$ cat src/rtl/correlate_pkg.sv
// Shared types and topState encodings for the correlate stage and its loader.
package correlate_pkg;
  localparam int CORR_DEPTH = 4;
  localparam int IDX_W      = 12;

  localparam logic [2:0] TOP_CLEAR = 3'b000;
  localparam logic [2:0] TOP_RUN   = 3'b010;
  localparam logic [2:0] TOP_IDLE  = 3'b001;

  typedef enum logic [1:0] {CLEAR, FILL, RUN, REPORT} loader_state_t;

  function automatic logic [2:0] top_state_of(input loader_state_t s);
    case (s)
      CLEAR:   return TOP_CLEAR;
      RUN:     return TOP_RUN;
      default: return TOP_IDLE;
    endcase
  endfunction
endpackage

$ cat src/rtl/sample_window.sv
// DEPTH x WIDTH sample-pair window with its write index; o_full flags the last write of a frame.
module sample_window
  import correlate_pkg::*;
#(
  parameter int WIDTH = 10,
  parameter int DEPTH = CORR_DEPTH
) (
  input  logic                         clk,
  input  logic                         reset,
  input  logic                         i_clear,
  input  logic                         i_we,
  input  logic [WIDTH-1:0]             i_a,
  input  logic [WIDTH-1:0]             i_b,
  output logic [DEPTH-1:0][WIDTH-1:0]  o_a,
  output logic [DEPTH-1:0][WIDTH-1:0]  o_b,
  output logic                         o_full
);
  localparam int IW = (DEPTH > 1) ? $clog2(DEPTH) : 1;

  logic [IW-1:0]              r_idx;
  logic [DEPTH-1:0][WIDTH-1:0] r_a, r_b;

  assign o_full = i_we && (r_idx == IW'(DEPTH-1));
  assign o_a    = r_a;
  assign o_b    = r_b;

  always_ff @(posedge clk or posedge reset) begin
    if (reset) begin
      r_idx <= '0;
      r_a   <= '0;
      r_b   <= '0;
    end else if (i_clear) begin
      r_idx <= '0;
    end else if (i_we) begin
      r_a[r_idx] <= i_a;
      r_b[r_idx] <= i_b;
      r_idx      <= o_full ? '0 : r_idx + 1'b1;
    end
  end
endmodule

$ cat src/rtl/correlate_loader.sv
// Frame sequencer feeding the correlator: CLEAR -> FILL -> RUN -> REPORT.
// Optional RUN watchdog enabled by defining LOADER_TIMEOUT_EN.
module correlate_loader
  import correlate_pkg::*;
#(
  parameter int WIDTH          = 10,
  parameter int DEPTH          = CORR_DEPTH,
  parameter int TIMEOUT_CYCLES = 64
) (
  input  logic                         clk,
  input  logic                         reset,
  input  logic                         sample_valid,
  input  logic [WIDTH-1:0]             sample_a,
  input  logic [WIDTH-1:0]             sample_b,
  output logic                         sample_ready,
  output logic [DEPTH-1:0][WIDTH-1:0]  a,
  output logic [DEPTH-1:0][WIDTH-1:0]  b,
  output logic [2:0]                   topState,
  input  logic                         finished,
  input  logic [WIDTH-1:0]             maxResult,
  input  logic [IDX_W-1:0]             maxIndex,
  output logic                         result_valid,
  input  logic                         result_ack,
  output logic [WIDTH-1:0]             peak_value,
  output logic [IDX_W-1:0]             peak_index,
  output logic [7:0]                   drop_count,
  output logic                         timeout_flag
);
  if (DEPTH != CORR_DEPTH || TIMEOUT_CYCLES < 1) begin : g_bad_cfg
    $error("correlate_loader: DEPTH must equal CORR_DEPTH and TIMEOUT_CYCLES must be >= 1");
  end

  loader_state_t    r_state;
  logic [WIDTH-1:0] r_peak_value;
  logic [IDX_W-1:0] r_peak_index;
  logic [7:0]       r_drop;
  logic             w_we, w_full;

  assign w_we         = sample_valid && (r_state == FILL);
  assign sample_ready = (r_state == FILL);
  assign result_valid = (r_state == REPORT);
  assign topState     = top_state_of(r_state);
  assign peak_value   = r_peak_value;
  assign peak_index   = r_peak_index;
  assign drop_count   = r_drop;

  sample_window #(.WIDTH(WIDTH), .DEPTH(DEPTH)) u_win (
    .clk    (clk),
    .reset  (reset),
    .i_clear(r_state == CLEAR),
    .i_we   (w_we),
    .i_a    (sample_a),
    .i_b    (sample_b),
    .o_a    (a),
    .o_b    (b),
    .o_full (w_full)
  );

`ifdef LOADER_TIMEOUT_EN
  localparam int TW = $clog2(TIMEOUT_CYCLES + 1);
  logic [TW-1:0] r_run_cnt;
  logic          r_timeout;
  assign timeout_flag = r_timeout;
`else
  assign timeout_flag = 1'b0;
`endif

  always_ff @(posedge clk or posedge reset) begin
    if (reset) begin
      r_state      <= CLEAR;
      r_peak_value <= '0;
      r_peak_index <= '0;
`ifdef LOADER_TIMEOUT_EN
      r_run_cnt    <= '0;
      r_timeout    <= 1'b0;
`endif
    end else begin
      case (r_state)
        CLEAR: r_state <= FILL;
        FILL: begin
          if (w_full) r_state <= RUN;
`ifdef LOADER_TIMEOUT_EN
          r_run_cnt <= '0;
`endif
        end
        RUN: begin
          if (finished) begin
            r_peak_value <= maxResult;
            r_peak_index <= maxIndex;
            r_state      <= REPORT;
          end
`ifdef LOADER_TIMEOUT_EN
          // Abandon the frame without touching the peak registers.
          else if (r_run_cnt == TW'(TIMEOUT_CYCLES - 1)) begin
            r_state   <= CLEAR;
            r_timeout <= 1'b1;
          end else begin
            r_run_cnt <= r_run_cnt + 1'b1;
          end
`endif
        end
        REPORT: if (result_ack) r_state <= CLEAR;
        default: r_state <= CLEAR;
      endcase
    end
  end

  // Samples offered outside FILL are lost; count them, saturating.
  always_ff @(posedge clk or posedge reset) begin
    if (reset)
      r_drop <= '0;
    else if (sample_valid && (r_state != FILL) && (r_drop != 8'hFF))
      r_drop <= r_drop + 8'd1;
  end
endmodule

$ cat config.mk
export PLATFORM = sky130hd
export DESIGN_NAME = correlate_loader
export DESIGN_NICKNAME = d
export VERILOG_FILES = /design/src/rtl/correlate_pkg.sv /design/src/rtl/sample_window.sv /design/src/rtl/correlate_loader.sv
export SDC_FILE = /design/constraint.sdc
export NUM_CORES = 1
export LEC_CHECK = 0
export ABC_AREA = 1
export CAP_MARGIN = 20
export CORE_MARGIN = 2
export CORE_UTILIZATION = 30
export DETAILED_ROUTE_END_ITERATION = 8
export GPL_TIMING_DRIVEN = 0
export HOLD_SLACK_MARGIN = 0.06
export PLACE_DENSITY = 0.53
export SLEW_MARGIN = 20
export SYNTH_ARGS = -nofsm -noshare
export SYNTH_HDL_FRONTEND = slang
export SYNTH_HIERARCHICAL = 1
export SYNTH_SLANG_ARGS = --single-unit
$ cat constraint.sdc
create_clock -name clk -period 8.1 [get_ports clk]
set_input_delay 1.62 -clock clk [delete_from_list [all_inputs] [get_ports clk]]
set_output_delay 1.62 -clock clk [all_outputs]
set_load 0.1 [all_outputs]
==> run metrics, run 1 <==
ANT nets after route=0; crit path capture type=output pin; via count of the routed design=4,367; drc violations=0; largest net degree at the start of global routing=45; Starting Density=0.307; DP HPWL=about 11,000 um; FP Rows=47; max cap viols=0; unrepaired setup endpoints after global routing=false; CTS sink cnt=between 100 and 150; Worst Path Buf+Inv=2; Layout area overhead=49.7%; CTS clk-pin slew, worst paths=approximately 50 ps; antenna fix cells=0; Min-Delay Path Class=reg -> reg; Port Buffer Count=160; main combinational cell family by area after synthesis=simple AND/OR/NAND/NOR gates; CORE AREA=0.0166 sq mm; Setup TNS Final=0 ps; mux cell area share after synthesis=0.0632; Routed WL=approximately 15,000 um; CTS tree=built; Tcrit/Tclk final=0.503; synthesized area per cell=approximately 10 sq um; crit path kind=reg -> out; worst-path cell with the longest stage delay=clkdlybuf4s50_1; cts bufs inserted=17; number of fill cells=around 1.6k; Max Slew Vio Count=0; worst-path maximum fanout=4; Netlist cell types=24; Post-Synthesis Cell Area=around 0.0051 sq mm; crit path time final=a little over 4000 ps; met1 global-route usage=0.214; vias per inst=approximately 4.7; ratio of cells with drive above 1 in the final layout=0.138; post-synthesis xor/xnor area fraction=0.00514; CP top delay family=buffers and inverters; average routed wire per standard cell=between 15 and 20 um; Yosys reg bits=~110; hold_buf cts=0; met3 usage=0.0567; DRT Pass-1 Iters=4; top cells by area, synth=dfrtp_1 56%, nand2_1 15%, nand4_1 9.9%; Resized cells post-CTS=0; share of the synthesized area in the top cell type=0.559; clock skew=a little over 9 ps; initial antenna violation count=0; number of global-route vias before repair=between 4k and 5k; Clk Latency, worst-skew pair=410 ps; CP Data Arrival Time=around 2500 ps; first-pass GRT wire length=~23,000 um; gpl congestion=0.820; setup ws final=between 4000 and 5000 ps; Fmax achieved=about 0.25 GHz; crit-path max cell delay=about 1200 ps; all-layer global routing usage=0.167; worst path cell trace=inv_1 > ha_1 > nor2_1 > clkdlybuf4s50_1; Post-Place Setup Slack=around 4400 ps; Tightest Pin Transition=about 1000 ps; maximum clock insertion buffer count=2; root buf cell=clkbuf_16; sequential area share after synthesis=0.559; Most Crowded Layer GR=met2; final setup fails=0; status=completed; Mapped Cells=521; post-synthesis adder-cell area fraction=0.0220; Nets=~760; GR Overflow Total=0; die area=0.0181 sq mm; Setup Buffers After CTS=0; Synth Area in Compound Gates=0.00612; met2 Use GR=0.264; Starting DRT DRC Count=roughly 210; die extent in y=134 um; IO Count=between 150 and 200; Max transition margin=0.313; Simple-Gate Fraction of Synth Area=0.272; yosys warns=6; CP Data Required Time=between 6000 and 7000 ps; Final Hold Viols=0; CP Launch Type=flip-flop; Synth area leader=dfrtp_1; H-Tree Depth=4; Die Width=roughly 130 um
-- final timing paths --
check,from,end,slack [ps],cells after the start
max,r_state[0],topState[0],4020,4
min,u_win/o_b[30],u_win/o_b[30],470,2
max reg2reg,r_state[1],r_state[0],6210,11
min reg2reg,u_win/o_b[30],u_win/o_b[30],470,2
max in group asynchronous,reset,u_win/o_a[17],5830,3
min in group asynchronous,reset,u_win/o_b[23],1650,2
-- registers in the layout (all words and copies together), names as in the netlist --
name,cells
u_win/o_b,40
r_state,2
drop_count,8
u_win/o_a,40
peak_index,12
peak_value,10
u_win/r_idx,2
-- layout make-up --
| cell class | count | area (sq um) | share of cell area |
|---|---|---|---|
| well taps | 220 | 275 | 0.0360 |
| inverters | 20 | 77.6 | 0.0101 |
| repair buffers | 161 | 1620 | 0.212 |
| flip-flops and latches | 114 | 2850 | 0.373 |
| clock buffers | 19 | 453 | 0.0592 |
| plain buffers | 39 | 293 | 0.0383 |
| multi-input cells | 349 | 1890 | 0.247 |
| clock inverters | 13 | 183 | 0.0239 |
-- cell usage in the layout, fill, tap and decap left out, types with 2 or more instances in the layout --
master,count
xor2_1,3
clkinv_2,3
clkbuf_16,17
nor2_1,8
mux2_4,20
buf_4,10
clkbuf_1,4
buf_12,2
buf_2,14
clkinvlp_4,4
o21ai_0,3
nand3_1,8
mux2_2,2
bufinv_16,4
clkdlybuf4s50_1,160
clkbuf_8,2
inv_1,17
conb_1,2
buf_6,10
nand2_2,2
inv_2,2
ha_1,9
nand2_1,206
dfrtp_1,114
nand4_1,81
-- Yosys cell counts --
master / n
o21ai_0: 3
buf_2: 14
inv_1: 19
nand4_1: 81
nand3_2: 1
clkbuf_1: 4
buf_12: 1
o211ai_1: 1
buf_6: 10
nand3_1: 8
nand2_2: 2
nor2_4: 1
xor2_1: 3
nor2_1: 8
a21oi_2: 1
ha_1: 9
buf_4: 10
nand2_1: 206
nor2_2: 1
mux2_4: 20
dfrtp_1: 114
mux2_2: 2
conb_1: 1
inv_2: 1
-- worst reg2reg max path: cells and delay by family (launching register included) --
kind	cells	cell delay, ps
adder cells (fa/ha/maj)	1	210
buffers and inverters	6	590
flip-flops	1	400
AO/OA/AOI/OAI	2	410
AND/OR/NAND/NOR	2	160
-- metrics by stage --
step                hold WS (ps)  instances  utilization  area (sq um)
global placement             459        902        0.420          6990
floorplan                    492        522            -          5110
CTS                          473        935        0.459          7650
finish                       467        935        0.459          7650
global route                 501        935        0.459          7650
detailed placement           459        903        0.421          7010
-- metal layers --
metal  wire length [um]  vias up
met3               1110       15
met1               6350     2090
met4                221        0
met5                  0        -
met2               6850      168
li1                   -     2094
-- logic make-up after synthesis --
group / Yosys count
AO/OA/AOI/OAI: 5
other: 1
adder cells (fa/ha/maj): 9
AND/OR/NAND/NOR: 308
multiplexers: 22
XOR/XNOR: 3
flip-flops: 114
buffers and inverters: 59
Power of run 1 is not shown: default switching activity piles up to over one toggle a cycle in this logic, so the estimate is an artifact.
==> run 2: changes to the inputs <==
PLACE_DENSITY = 0.55   (was 0.53)
clock period = 3.4 ns   (was 8.1 ns; I/O delays follow)
==> run 2 against run 1 <==
Die area did not move. Sequential share of layout area is essentially flat. Sequential cell count is the same. Design area is essentially flat. Utilization is essentially flat. Worst setup slack worse by 3800 ps. Register-to-register slack got worse by 4700 ps. Non-clock buffer count unchanged. Worst hold slack better by 1.3 ps. Critical path depth did not move. Clock-buffer cell count grew 2. Critical endpoint unchanged. Highest routed layer unchanged.
==> run metrics, run 2 (synthesis gave the netlist of run 1 again) <==
unrepaired setup endpoints after global routing=false; highest-count cells in the layout ignoring fill and taps=206 x nand2_1, 160 x clkdlybuf4s50_1, 114 x dfrtp_1; CORE AREA=0.0166 sq mm (unchanged); Min-Delay Path Class=reg -> reg; Tightest Pin Transition=1040 ps (+7.21 ps); final core occ=0.460 (about the same); crit path time final=between 3000 and 4000 ps; Setup Buffers After CTS=0 (unchanged); antenna fix cells=0 (unchanged); Port Buffer Count=160 (unchanged); drc violations=0 (unchanged); first-pass GRT wire length=23,300 um (about the same); clock skew=10.8 ps (+1.70 ps); Starting Density=0.307 (unchanged); number of global-route vias before repair=4,338 (-1.5%); worst-path maximum fanout=4 (unchanged); Final Hold Viols=0 (unchanged); max cap viols=0 (unchanged); Max transition margin=0.308 (-0.00482); maximum clock insertion buffer count=2 (unchanged); gpl congestion=0.785 (-4.2%); CTS sink cnt=114 (unchanged); ratio of cells with drive above 1 in the final layout=0.137 (-0.00121); Routed WL=14,400 um (-0.59%); largest net degree at the start of global routing=47 (+4.4%); Fmax achieved=between 0.3 and 0.4 GHz; vias per inst=4.64 (-0.74%); die area=0.0181 sq mm (unchanged); Setup TNS Final=0 ps (unchanged); DP HPWL=10,900 um (-1.2%); ANT nets after route=0 (unchanged); all-layer global routing usage=0.165 (-0.00111); crit path capture type=output pin; Clk Latency, worst-skew pair=410 ps (about the same); Tcrit/Tclk final=0.941; crit path kind=reg -> out; CP Data Required Time=2720 ps (-3760 ps); H-Tree Depth=4 (unchanged); Starting DRT DRC Count=146 (-29%); IO Count=163 (unchanged); final setup fails=0 (unchanged); Layout area overhead=49.9% (about the same); CTS tree=built; DRT Pass-1 Iters=5 (+1); status=completed; CP Launch Type=flip-flop; Nets=758 (unchanged); placed cells=903 (unchanged); Finished Layout Cells=934 (-0.11%); cts bufs inserted=17 (unchanged); Die Width=134 um (unchanged); root buf cell=clkbuf_16; CTS clk-pin slew, worst paths=50 ps (about the same); CP Data Arrival Time=2520 ps (+60 ps); die extent in y=134 um (unchanged); GR Overflow Total=0 (unchanged); Hold Worst Slack=469 ps (+1.27 ps); FP Rows=47 (unchanged); average routed wire per standard cell=15.5 um (-0.49%); commonest non-fill, non-tap cell in the layout=nand2_1; Resized cells post-CTS=0 (unchanged); Max Slew Vio Count=0 (unchanged); hold_buf cts=0 (unchanged); via count of the routed design=4,330 (-0.85%); initial antenna violation count=0 (unchanged)
==> run 2: cell types whose count changed in the layout (fill, tap and decap cells not counted), sizes merged <==
cell / delta
clkinvlp: -2
inv: -1
clkbuf: +2
==> run 2: critical path, stage by stage (launching register included) <==
cell and delay (ps):
dfrtp_1 400, inv_1 90, ha_1 260, nor2_1 180
clkdlybuf4s50_1 1190
==> run 2: per-layer routing <==
| layer | GRT usage | vias up | wire length (um) |
|---|---|---|---|
| met5 | 0 | - | 0 |
| met4 | 0.0585 | 0 | 257 |
| met3 | 0.0529 | 19 | 1010 |
| met2 | 0.260 | 134 | 6790 |
| met1 | 0.216 | 2083 | 6390 |
| li1 | - | 2094 | - |
==> run 2: metrics by stage <==
| stage | setup slack (ps) | instance area (sq um) |
|---|---|---|
| 2_1_floorplan | 261 | 5110 |
| 5_1_grt | 67.4 | 7650 |
| 6_report | 200 | 7650 |
| 4_1_cts | 154 | 7650 |
| 3_5_place_dp | 626 | 7020 |
| 3_3_place_gp | -699 | 6990 |
==> run 2: cell type report <==
type / instances / area (sq um)
plain buffers: 39 / 293
multi-input cells: 349 / 1890
repair buffers: 161 / 1630
clock buffers: 21 / 480
well taps: 220 / 275
clock inverters: 10 / 155
fillers: 1574 / 8990
inverters: 20 / 77.6
flip-flops and latches: 114 / 2850
==> run 2: worst paths after layout <==
kind,from,end,slack [ps],cells after the start
worst max-delay path,r_state[0],topState[0],200,4
worst min-delay path,u_win/o_b[11],u_win/o_b[11],470,2
worst max register to register,r_state[1],r_state[0],1490,11
worst min register to register,u_win/o_b[11],u_win/o_b[11],470,2
max in group asynchronous,reset,u_win/o_a[9],2100,3
min in group asynchronous,reset,u_win/o_b[32],710,2
Power of run 2 is left out for the same reason.
